--- src/rtl/serial_reduce_pkg.sv ---
// Shared types and helpers for the bit-serial NAND reduction unit.
package serial_reduce_pkg;

    typedef enum logic {
        COLLECT = 1'b0,
        HOLD    = 1'b1
    } state_e;

    function automatic int CNT_W(input int width);
        return $clog2(width);
    endfunction

endpackage

--- src/rtl/serial_shift_in.sv ---
// LSB-first deserializer: each enabled beat lands the incoming bit at position idx_i.
// word_o already includes the bit being written this cycle, so the frame is complete on its last beat.
module serial_shift_in
    import serial_reduce_pkg::*;
#(
    parameter int WIDTH = 8
) (
    input  logic                    clk_i,
    input  logic                    rst_ni,
    input  logic                    en_i,
    input  logic                    clr_i,
    input  logic [CNT_W(WIDTH)-1:0] idx_i,
    input  logic                    d_i,
    output logic [WIDTH-1:0]        word_o
);

    logic [WIDTH-1:0] sr_q, sr_d;

    always_comb begin
        word_o        = sr_q;
        word_o[idx_i] = d_i;
    end

    always_comb begin
        sr_d = sr_q;
        if (clr_i) begin
            sr_d = '0;
        end else if (en_i) begin
            sr_d = word_o;
        end
    end

    always_ff @(posedge clk_i or negedge rst_ni) begin
        if (!rst_ni) begin
            sr_q <= '0;
        end else begin
            sr_q <= sr_d;
        end
    end

endmodule

--- src/rtl/serial_reduce_nand.sv ---
// Bit-serial NAND reducer: collects WIDTH bits LSB-first, then holds the NAND flag
// and the deserialized word on a valid/ready output until downstream takes them.
module serial_reduce_nand
    import serial_reduce_pkg::*;
#(
    parameter int WIDTH = 8
) (
    input  logic             CLK,
    input  logic             RESETN,
    input  logic             I,
    input  logic             I_VALID,
    output logic             I_READY,
    input  logic             ABORT,
    output logic             O,
    output logic [WIDTH-1:0] O_WORD,
    output logic             O_VALID,
    input  logic             O_READY
);

    localparam int            CW   = CNT_W(WIDTH);
    localparam logic [CW-1:0] LAST = CW'(WIDTH - 1);

    state_e           state_q, state_d;
    logic [CW-1:0]    cnt_q, cnt_d;
    logic             acc_q, acc_d;
    logic             o_q, o_d;
    logic [WIDTH-1:0] word_q, word_d;
    logic [WIDTH-1:0] frame_w;
    logic             in_fire, out_fire, sr_clr;

    // Handshake outputs come straight from the state register: no input-to-output path.
    assign I_READY  = (state_q == COLLECT);
    assign O_VALID  = (state_q == HOLD);
    assign in_fire  = I_VALID && I_READY;
    assign out_fire = O_VALID && O_READY;
    assign O        = o_q;
    assign O_WORD   = word_q;

    serial_shift_in #(.WIDTH(WIDTH)) u_shift (
        .clk_i  (CLK),
        .rst_ni (RESETN),
        .en_i   (in_fire && !ABORT),
        .clr_i  (sr_clr),
        .idx_i  (cnt_q),
        .d_i    (I),
        .word_o (frame_w)
    );

    always_comb begin
        state_d = state_q;
        cnt_d   = cnt_q;
        acc_d   = acc_q;
        o_d     = o_q;
        word_d  = word_q;
        sr_clr  = 1'b0;
        if (ABORT) begin
            state_d = COLLECT;
            cnt_d   = '0;
            acc_d   = 1'b1;
            sr_clr  = 1'b1;
        end else begin
            case (state_q)
                COLLECT: begin
                    if (in_fire) begin
                        if (cnt_q == LAST) begin
                            o_d     = ~(acc_q & I);
                            word_d  = frame_w;
                            cnt_d   = '0;
                            acc_d   = 1'b1;
                            sr_clr  = 1'b1;
                            state_d = HOLD;
                        end else begin
                            cnt_d = cnt_q + 1'b1;
                            acc_d = acc_q & I;
                        end
                    end
                end
                HOLD: begin
                    if (out_fire) state_d = COLLECT;
                end
                default: state_d = COLLECT;
            endcase
        end
    end

    always_ff @(posedge CLK or negedge RESETN) begin
        if (!RESETN) begin
            state_q <= COLLECT;
            cnt_q   <= '0;
            acc_q   <= 1'b1;
            o_q     <= 1'b0;
            word_q  <= '0;
        end else begin
            state_q <= state_d;
            cnt_q   <= cnt_d;
            acc_q   <= acc_d;
            o_q     <= o_d;
            word_q  <= word_d;
        end
    end

endmodule

--- config.mk ---
export PLATFORM = sky130hd
export DESIGN_NAME = serial_reduce_nand
export DESIGN_NICKNAME = d
export VERILOG_FILES = /design/src/rtl/serial_reduce_pkg.sv /design/src/rtl/serial_shift_in.sv /design/src/rtl/serial_reduce_nand.sv
export SDC_FILE = /design/constraint.sdc
export NUM_CORES = 1
export LEC_CHECK = 0
export ABC_AREA = 1
export BUFFER_PORTS_ARGS = -buffer_cell sky130_fd_sc_hd__buf_2
export CAP_MARGIN = 20
export CORE_MARGIN = 2
export CORE_UTILIZATION = 54
export DETAILED_ROUTE_END_ITERATION = 6
export GPL_ROUTABILITY_DRIVEN = 0
export GPL_TIMING_DRIVEN = 0
export PLACE_DENSITY = 0.76
export SKIP_LAST_GASP = 1
export SLEW_MARGIN = 10
export SYNTH_ARGS = -nofsm -noshare
export SYNTH_HDL_FRONTEND = slang
export SYNTH_SLANG_ARGS = --single-unit
--- constraint.sdc ---
create_clock -name CLK -period 1.51 [get_ports CLK]
set_clock_uncertainty 0.05 [all_clocks]
set_input_delay 0.302 -clock CLK [delete_from_list [all_inputs] [get_ports CLK]]
set_output_delay 0.302 -clock CLK [all_outputs]
set_load 0.02 [all_outputs]
Word-level counts from Yosys, hierarchy flattened:

Index checks and enable logic that the tools add are counted.

* register bits after elaboration: 22
* output and inout port bits: 11
* word-level logic and storage cells: 44

* $add $sub $neg: 1
* $lt $le $gt $ge: 2
* equal/unequal tests: 2
* multiplexer cells: 20
* bitwise operators: 4
* reductions and logical operators: 9

Operators by type and width (number)
* 2-to-1 mux 8 bit: 2
* 2-to-1 mux 3 bit: 4
* 2-to-1 mux 1 bit: 11
* bitwise mux 8 bit: 1
* logical AND 1 bit: 4
* < comparator 3 x 4 -> 1 bit (second input constant): 1
* AND reduction 4 bit: 1
* nonzero test 2 bit: 2
* adder 3 x 1 -> 3 bit (second input constant): 1
* demux 1 bit (select 3 bit): 1
* equality test 3 bit (second input constant): 1
* >= comparator 3 x 1 -> 1 bit (second input constant): 1
* NOT 1 bit: 3
* != test 2 bit (second input constant): 1
* one-hot mux 1 bit (2 select lines): 1
* AND reduction 2 bit: 1
* AND 1 bit: 1
* zero test 1 bit: 1

Depth between registers and ports, before layout:

Gate-level depths: netlist of the first run.

* depth in word-level cells: 7
* depth in mapped cells: 7
* gate-level depth less buffers: 6

Modules after synthesis:

From an unflattened synthesis of the first run, not the netlist that was laid out.

* cell total of the unflattened synthesis: 154
* area, all modules: 1238.7 µm²

Modules (own cells, without submodules)
* serial_reduce_nand: instances 1, cells an instance 73, area an instance 663.1 µm²
* serial_shift_in: instances 1, cells an instance 81, area an instance 575.6 µm²

Worst setup path after synthesis of the first run:

OpenSTA, ideal clock, no wires.

* path kind: register -> register
* from: register cnt_q[0]
* to: register u_shift.sr_q[2]
* setup time: 0.065 ns
* arrival time: 1.122 ns
* data required time: 1.395 ns
* slack: 0.273 ns
* stages on the path, launching flop included: 6
* path buffers: 0
* period minus slack after synthesis: 1.237 ns
* path through: dfrtp_1 > ha_1 > ha_1 > nor2_4 > nand3_1 > nand2_1

* cells in the longest elaborated chain, start to end: 7
* elaborated cells on any way between the ends: 14
* those cells by class: order compare: 2; eq/ne: 1; mux: 9; reduce/logical: 2

Ends and longest elaborated chain
* start, declared: RTL line serial_reduce_nand.sv:24 `logic [CW-1:0] cnt_q, cnt_d;`
* start signal, assigned: RTL line serial_reduce_nand.sv:95 `cnt_q <= cnt_d;`
* < comparator 3 x 4 -> 1 bit (implied by the code) or >= comparator 3 x 1 -> 1 bit (tied branches): RTL line serial_shift_in.sv:21 `word_o[idx_i] = d_i;`
* logical AND 1 bit (implied by the code): RTL line serial_shift_in.sv:21
* 2-to-1 mux 1 bit (implied by the code): RTL line serial_shift_in.sv:21
* demux 1 bit (select 3 bit)
* bitwise mux 8 bit: RTL line serial_shift_in.sv:21
* 2-to-1 mux 8 bit: RTL line serial_shift_in.sv:28 `end else if (en_i) begin`
* 2-to-1 mux 8 bit: RTL line serial_shift_in.sv:26 `if (clr_i) begin`
* end signal, assigned: RTL line serial_shift_in.sv:37 `sr_q <= sr_d;`
* end, declared: RTL line serial_shift_in.sv:17 `logic [WIDTH-1:0] sr_q, sr_d;`

Parallel ways exist; a longest one is shown, timed or not. The select of a mux whose other input is x is not followed.
A chain may end at the register's enable or synchronous reset.

Worst setup path in the final report of the first run:

Ends and elaborated chain as after synthesis.

==> flow_summary.toml, run 1 <==
[run_status]
status = "completed"

[yosys]
syn_area_um2 = 1096
synth-seq-area-share = 0.5034
ys.flop_type = "dfrtp_1"
synthDistinctLibCells = 18
yosys_warnings = 0
yosysMostFrequentCell = "nand2_1"
netlist_instances = 140
synth_seq_cells = 22
synthTopCellsByArea = "dfrtp_1 (48%), nand2_1 (24%), nand3_1 (6.4%)"
synth_edf_count = 0
yosys-top-cells-count = "nand2_1 (71), dfrtp_1 (21), nand3_1 (14)"
syn_nets = 148
synth_area_per_cell_um2 = 7.829
async_reset_ff_frac = 1.000
synth_top_area_frac = 0.4795
synth_top_area_cell = "dfrtp_1"

[finish]
final_nets = 169
syn_to_final_growth_pct = 13.24
multiInputGateArea_um2 = 478.0
register_area_um2 = 551.8
n_antenna_cell = 0
drive_gt1_frac = 0.2188
fillCellCount = 178

[pwr]
leakage_nw = 0.7183
powerDensity_nw_per_um2 = 794.7
ir_drop_uv = 406.3

[place]
portBuffers = 15
hpwlAfterDp_um = 1517
dp_slack_ps = 145.1

[setup_path]
cp.depth = 5
start_kind = "flip-flop"
critPathMaxStageDelay_ps = 410
path_cells = "ha_1 > ha_1 > nor2_4 > nand3_1 > nand2_1"
r2r-start = "cnt_q[0]"
r2r_end = "u_shift.sr_q[2]"
worst_path_max_delay_cell = "dfrtp_1"
reg2reg_depth = 5
path_buf_inv = 0
end_kind = "flip-flop"
cp_max_fo = 9
required_ps = 1710
worst_ep_arrival_time_ps = 1590
r2r_setup_slack_ps = 120
cp_top_family = "adder cells"
setup.worst_path.class = "reg -> reg"
cp_common_cell = "ha_1"

[job]
drv_cap = 0

[detailed_routing]
routedWlPerCell_um = 11.19
vias = 946
drc = 0
wl_um = 2092
dr.pass1.iters = 4
vias_per_cell = 5.059
dr.first_iter.drc_count = 14
final_antenna_net_count = 0

[sta]
rsz0062_at_grt = "false"
worst_pin_slew_ps = 492.1
hold_viol = 0
fmax_mhz = 721.0
max-slew-margin-rel = 0.6720
setup_ws_ps = 123.1
setup_viol = 0
period_minus_slack_ps = 1387
drv_slew = 0
fin_crit_sh = 0.9185
fin_setup_tns_ps = 0

[cts]
clk_pin_slew_worst_paths_ps = 110
cts_tree = "yes"
cts_root_buf = "clkbuf_4"
htree_levels = 1
cts_buffers = 3
worstSkewPairLatency_ps = 300
clk_path_buf_depth = 2
post-cts-setup-buffer-count = 0
cts.sinks = 22

[grt]
grt_max_degree = 23
antenna_found_initial = 0
track_usage = 0.2025
grt_first_pass_wirelength_um = 3719
gr-total-overflow = 0
grt_pass1_vias = 861

[floorplanning]
design.die.area_um2 = 2406
core_area_um2 = 1942
boundaryPins = 17
die_h_um = 49.05
dieWidth_um = 49.05
row_count = 16
initial_core_util = 0.5644

[worst_hold_path]
holdPathEnd = "O_VALID"
hold_path_depth = 2
hold_class = "in -> reg"
holdCritStartpoint = "O_READY"
[sequential cells by signal (all words and copies together), names as in the netlist]
signal / flops
O_WORD: 8
u_shift.sr_q: 8
cnt_q: 3
O: 1
O_VALID: 1
acc_q: 1
[metrics by stage]
stage	cell area (um^2)	utilization	power (mW)	cells	hold WS (ps)
after global placement	1205	0.6205	0.7240	182	237.2
after detailed placement	1205	0.6205	0.7263	182	239.3
after global routing	1241	0.6392	1.041	187	102.5
final	1241	0.6392	0.9863	187	109.9
after floorplan	1096	-	0.6911	140	-43.59
after CTS	1241	0.6392	0.9998	187	96.99
[power breakdown]
part / total (mW) / internal (mW) / switching, mW / leakage [nW]
Clock: 0.268 / 0.103 / 0.165 / 0.0150
Sequential: 0.609 / 0.602 / 0.00713 / 0.302
Combinational: 0.109 / 0.0326 / 0.0764 / 0.402
[worst max-delay path by stage]
stage / from / endpoint / slack (ps)
4_1_cts: cnt_q[0] / u_shift.sr_q[2] / 120
3_3_place_gp: cnt_q[0] / u_shift.sr_q[2] / 140
6_report: cnt_q[0] / u_shift.sr_q[2] / 120
5_1_grt: cnt_q[0] / O_WORD[4] / 20
2_1_floorplan: cnt_q[0] / u_shift.sr_q[2] / 270
3_5_place_dp: cnt_q[0] / u_shift.sr_q[2] / 150
[layer usage]
layer | vias up | global-route usage | share of wire | wire [um]
met5 | - | 0 | 0 | 0
li1 | 481 | - | - | -
met2 | 13 | 0.3447 | 0.49 | 1031
met3 | 4 | 0.02761 | 0.023 | 49
met1 | 448 | 0.2580 | 0.47 | 983
met4 | 0 | 0.08571 | 0.013 | 28
[placed cells by master, fill, tap and decap left out, drive strengths merged]
cell type / n
nand2: 72
inv: 10
nor2: 6
buf: 19
o21ai: 4
dfstp: 1
ha: 2
nand3: 15
o31ai: 1
nand4: 4
clkbuf: 4
dfrtp: 21
dlygate4sd3: 1
[worst register-to-register path, stage by stage (launching register included)]
cell and delay, ps:
dfrtp_1 410, ha_1 200, ha_1 250, nor2_4 250, nand3_1 100, nand2_1 70
[logic make-up after synthesis]
logic type | count (synthesis) | synth area share
flip-flops | 22 | 0.5034
buffers and inverters | 14 | 0.06050
AO/OA/AOI/OAI | 5 | 0.02512
adder cells (fa/ha/maj) | 2 | 0.02283
AND/OR/NAND/NOR | 97 | 0.3881
[cell type report]
class / count / share of cell area
sequential: 22 / 0.4446
clock buffer: 4 / 0.02117
inverter: 10 / 0.03024
buffer: 4 / 0.02319
tap: 27 / 0.02722
timing repair buffer: 16 / 0.06855
multi-input combinational: 104 / 0.3851
[repair_timing]
| action | in CTS | in global routing |
|---|---|---|
| gates resized for setup | 0 | 0 |
| hold buffers | 1 | 0 |
| endpoints found under the hold margin | 21 | 0 |
Note: power is estimated with default switching activity, not from simulation.
==> run 2: changes to the inputs <==
--- a/config.mk
+++ b/config.mk
@@ -9,13 +9,14 @@
 export BUFFER_PORTS_ARGS = -buffer_cell sky130_fd_sc_hd__buf_2
 export CAP_MARGIN = 20
 export CORE_MARGIN = 2
-export CORE_UTILIZATION = 54
+export CORE_UTILIZATION = 60
 export DETAILED_ROUTE_END_ITERATION = 6
 export GPL_ROUTABILITY_DRIVEN = 0
 export GPL_TIMING_DRIVEN = 0
-export PLACE_DENSITY = 0.76
+export PLACE_DENSITY_LB_ADDON = 0.25
 export SKIP_LAST_GASP = 1
 export SLEW_MARGIN = 10
 export SYNTH_ARGS = -nofsm -noshare
 export SYNTH_HDL_FRONTEND = slang
+export SYNTH_HIERARCHICAL = 1
 export SYNTH_SLANG_ARGS = --single-unit
==> constraint.sdc (replaced) <==
create_clock -name CLK -period 1.7 [get_ports CLK]
set_clock_uncertainty 0.05 [all_clocks]
set_input_delay 0.34 -clock CLK [delete_from_list [all_inputs] [get_ports CLK]]
set_output_delay 0.34 -clock CLK [all_outputs]
set_load 0.02 [all_outputs]
==> flow_summary.toml, run 2 <==
[run_status]
status = "completed"

[cts]
htree_levels = 1
cts_tree = "yes"
cts.sinks = 22
cts_root_buf = "clkbuf_4"
worstSkewPairLatency_ps = 310
clk_path_buf_depth = 2
clk_pin_slew_worst_paths_ps = 120
cts_buffers = 3

[job]
drv_cap = 0

[grt]
gr-total-overflow = 0
grt_pass1_vias = 997
grt_max_degree = 23
antenna_found_initial = 0
grt_first_pass_wirelength_um = 4229
track_usage = 0.2230

[place]
placed_cell_area_um2 = 1353
hpwlAfterDp_um = 1860
portBuffers = 16

[yosys]
yosysMostFrequentCell = "nand2_1"
synth_top_area_cell = "dfrtp_1"
synth_xor_area_frac = 0
async_reset_ff_frac = 1.000
ys.flop_type = "dfrtp_1"
synthMuxAreaShare = 0
yosys_warnings = 6
synth_top_family_by_area = "simple AND/OR/NAND/NOR gates"
synth_compound_gate_area_share = 0.02121
synthDistinctLibCells = 18
synth_top_area_frac = 0.4242
netlist_instances = 154
synthTopCellsByArea = "dfrtp_1 (42%), nand2_1 (17%), nand4_1 (8.1%)"
synth_fa_ha_area_frac = 0.02020
synth_area_per_cell_um2 = 8.043
yosys-top-cells-count = "nand2_1 (56), dfrtp_1 (21), nand3_1 (17)"
synthSimpleGateAreaFrac = 0.4152
synth_edf_count = 0
synth-seq-area-share = 0.4455
syn_area_um2 = 1239
synth_seq_cells = 22
syn_nets = 162

[finish]
syn_to_final_growth_pct = 20.10
stdcell_area_um2 = 1488
drive_gt1_frac = 0.2889
n_antenna_cell = 0
final_cell_mix = "nand2_1 (56), dfrtp_1 (21), nand4_1 (16), buf_2 (16), nand3_1 (12)"
mostFrequentLayoutCell = "nand2_1"
final_nets = 189
fillCellCount = 147

[sta]
worst_pin_slew_ps = 473.1
period_minus_slack_ps = 1617
setup_viol = 0
fin_crit_sh = 0.9513
hold_viol = 0
max-slew-margin-rel = 0.6846
whs_ps = 174.0
fmax_mhz = 618.3
drv_slew = 0

[floorplanning]
initial_core_util = 0.6314
boundaryPins = 17
dieWidth_um = 49.44
design.die.area_um2 = 2444
row_count = 16
die_h_um = 49.44
core_area_um2 = 1962

[detailed_routing]
dr.pass1.iters = 4
routedWlPerCell_um = 13.46
wl_um = 2787
final_antenna_net_count = 0
dr.first_iter.drc_count = 32
vias_per_cell = 5.507
vias = 1140
drc = 0

[setup_path]
start_kind = "flip-flop"
r2r_setup_slack_ps = 80
setup.worst_path.class = "reg -> reg"
path_cells = "ha_2 > ha_4 > inv_2 > o21ai_4 > buf_4 > nor2_4 > nand3_1 > nand2_1"
cp_max_fo = 8
worst_path_max_delay_cell = "dfrtp_1"
worst_ep_arrival_time_ps = 1820
critPathMaxStageDelay_ps = 420
end_kind = "flip-flop"
required_ps = 1900

[worst_hold_path]
hold_class = "in -> reg"

[pwr]
powerDensity_nw_per_um2 = 672.8
leakage_nw = 0.8139
ir_drop_uv = 499.6
run 2: logic make-up (layout without fill, tap and decap cells):
family	Yosys count	in the layout
DFF	22	22
and+or+nand+nor	105	105
adders and majority gates	2	2
buffers and inverters	21	47
AOI/OAI and AO/OA	4	4
run 2: routing by layer:
layer / wire length (um) / share of wire / GRT usage
met5: 0 / 0 / 0
met4: 47 / 0.017 / 0.06019
met3: 124 / 0.044 / 0.03067
met2: 1414 / 0.51 / 0.4009
met1: 1201 / 0.43 / 0.2797
run 2: layout make-up:
class,count,area (um^2),share of cell area
plain buffers,6,62.56,0.04205
clock buffers,4,36.28,0.02439
inverters,15,58.81,0.03953
multi-input cells,111,616.8,0.4146
flip-flops and latches,22,551.8,0.3709
well taps,27,33.78,0.02271
repair buffers,22,127.6,0.08579
run 2: path summary, 6_finish.rpt:
check | from | to | depth (start not counted)
setup / recovery | cnt_q[1] | u_shift/sr_q[0] | 8
hold / removal | O_READY | O_VALID | 2
setup reg to reg | cnt_q[1] | u_shift/sr_q[0] | 8
hold reg to reg | O_WORD[4] | O_WORD[4] | 2
max in group asynchronous | RESETN | acc_q | 2
min in group asynchronous | RESETN | O_WORD[2] | 2
run 2: report_power, final:
part,switching (mW),internal (mW)
sequential,0.0112,0.541
combinational,0.104,0.0615
clock,0.153,0.131
run 2: worst max-delay path, delay by kind of cell (launching register included):
family / cells / cell delay (ps)
compound gates: 1 / 70
flops: 1 / 420
fa+ha+maj: 2 / 380
simple gates: 3 / 420
buf+inv: 2 / 220
run 2: timing repair:
item                                    4_1_cts  5_1_grt
hold buffers                                  1        0
gates resized for setup                       2        9
buffers inserted                              2        3
endpoints found under the setup margin        8        8
pin swaps                                     1        3
endpoints found under the hold margin        21        0
run 2: through the flow:
step	total power, mW	std cells	util	setup slack, ps	TNS [ps]
floorplan	0.6583	154	-	46.69	0
global placement	0.6932	197	0.6894	-123.2	-864.6
detailed placement	0.6985	197	0.6894	-152.9	-1097
CTS	0.9896	204	0.7264	23.90	0
global route	1.051	207	0.7583	-6.332	-16.15
finish	1.001	207	0.7583	82.72	0
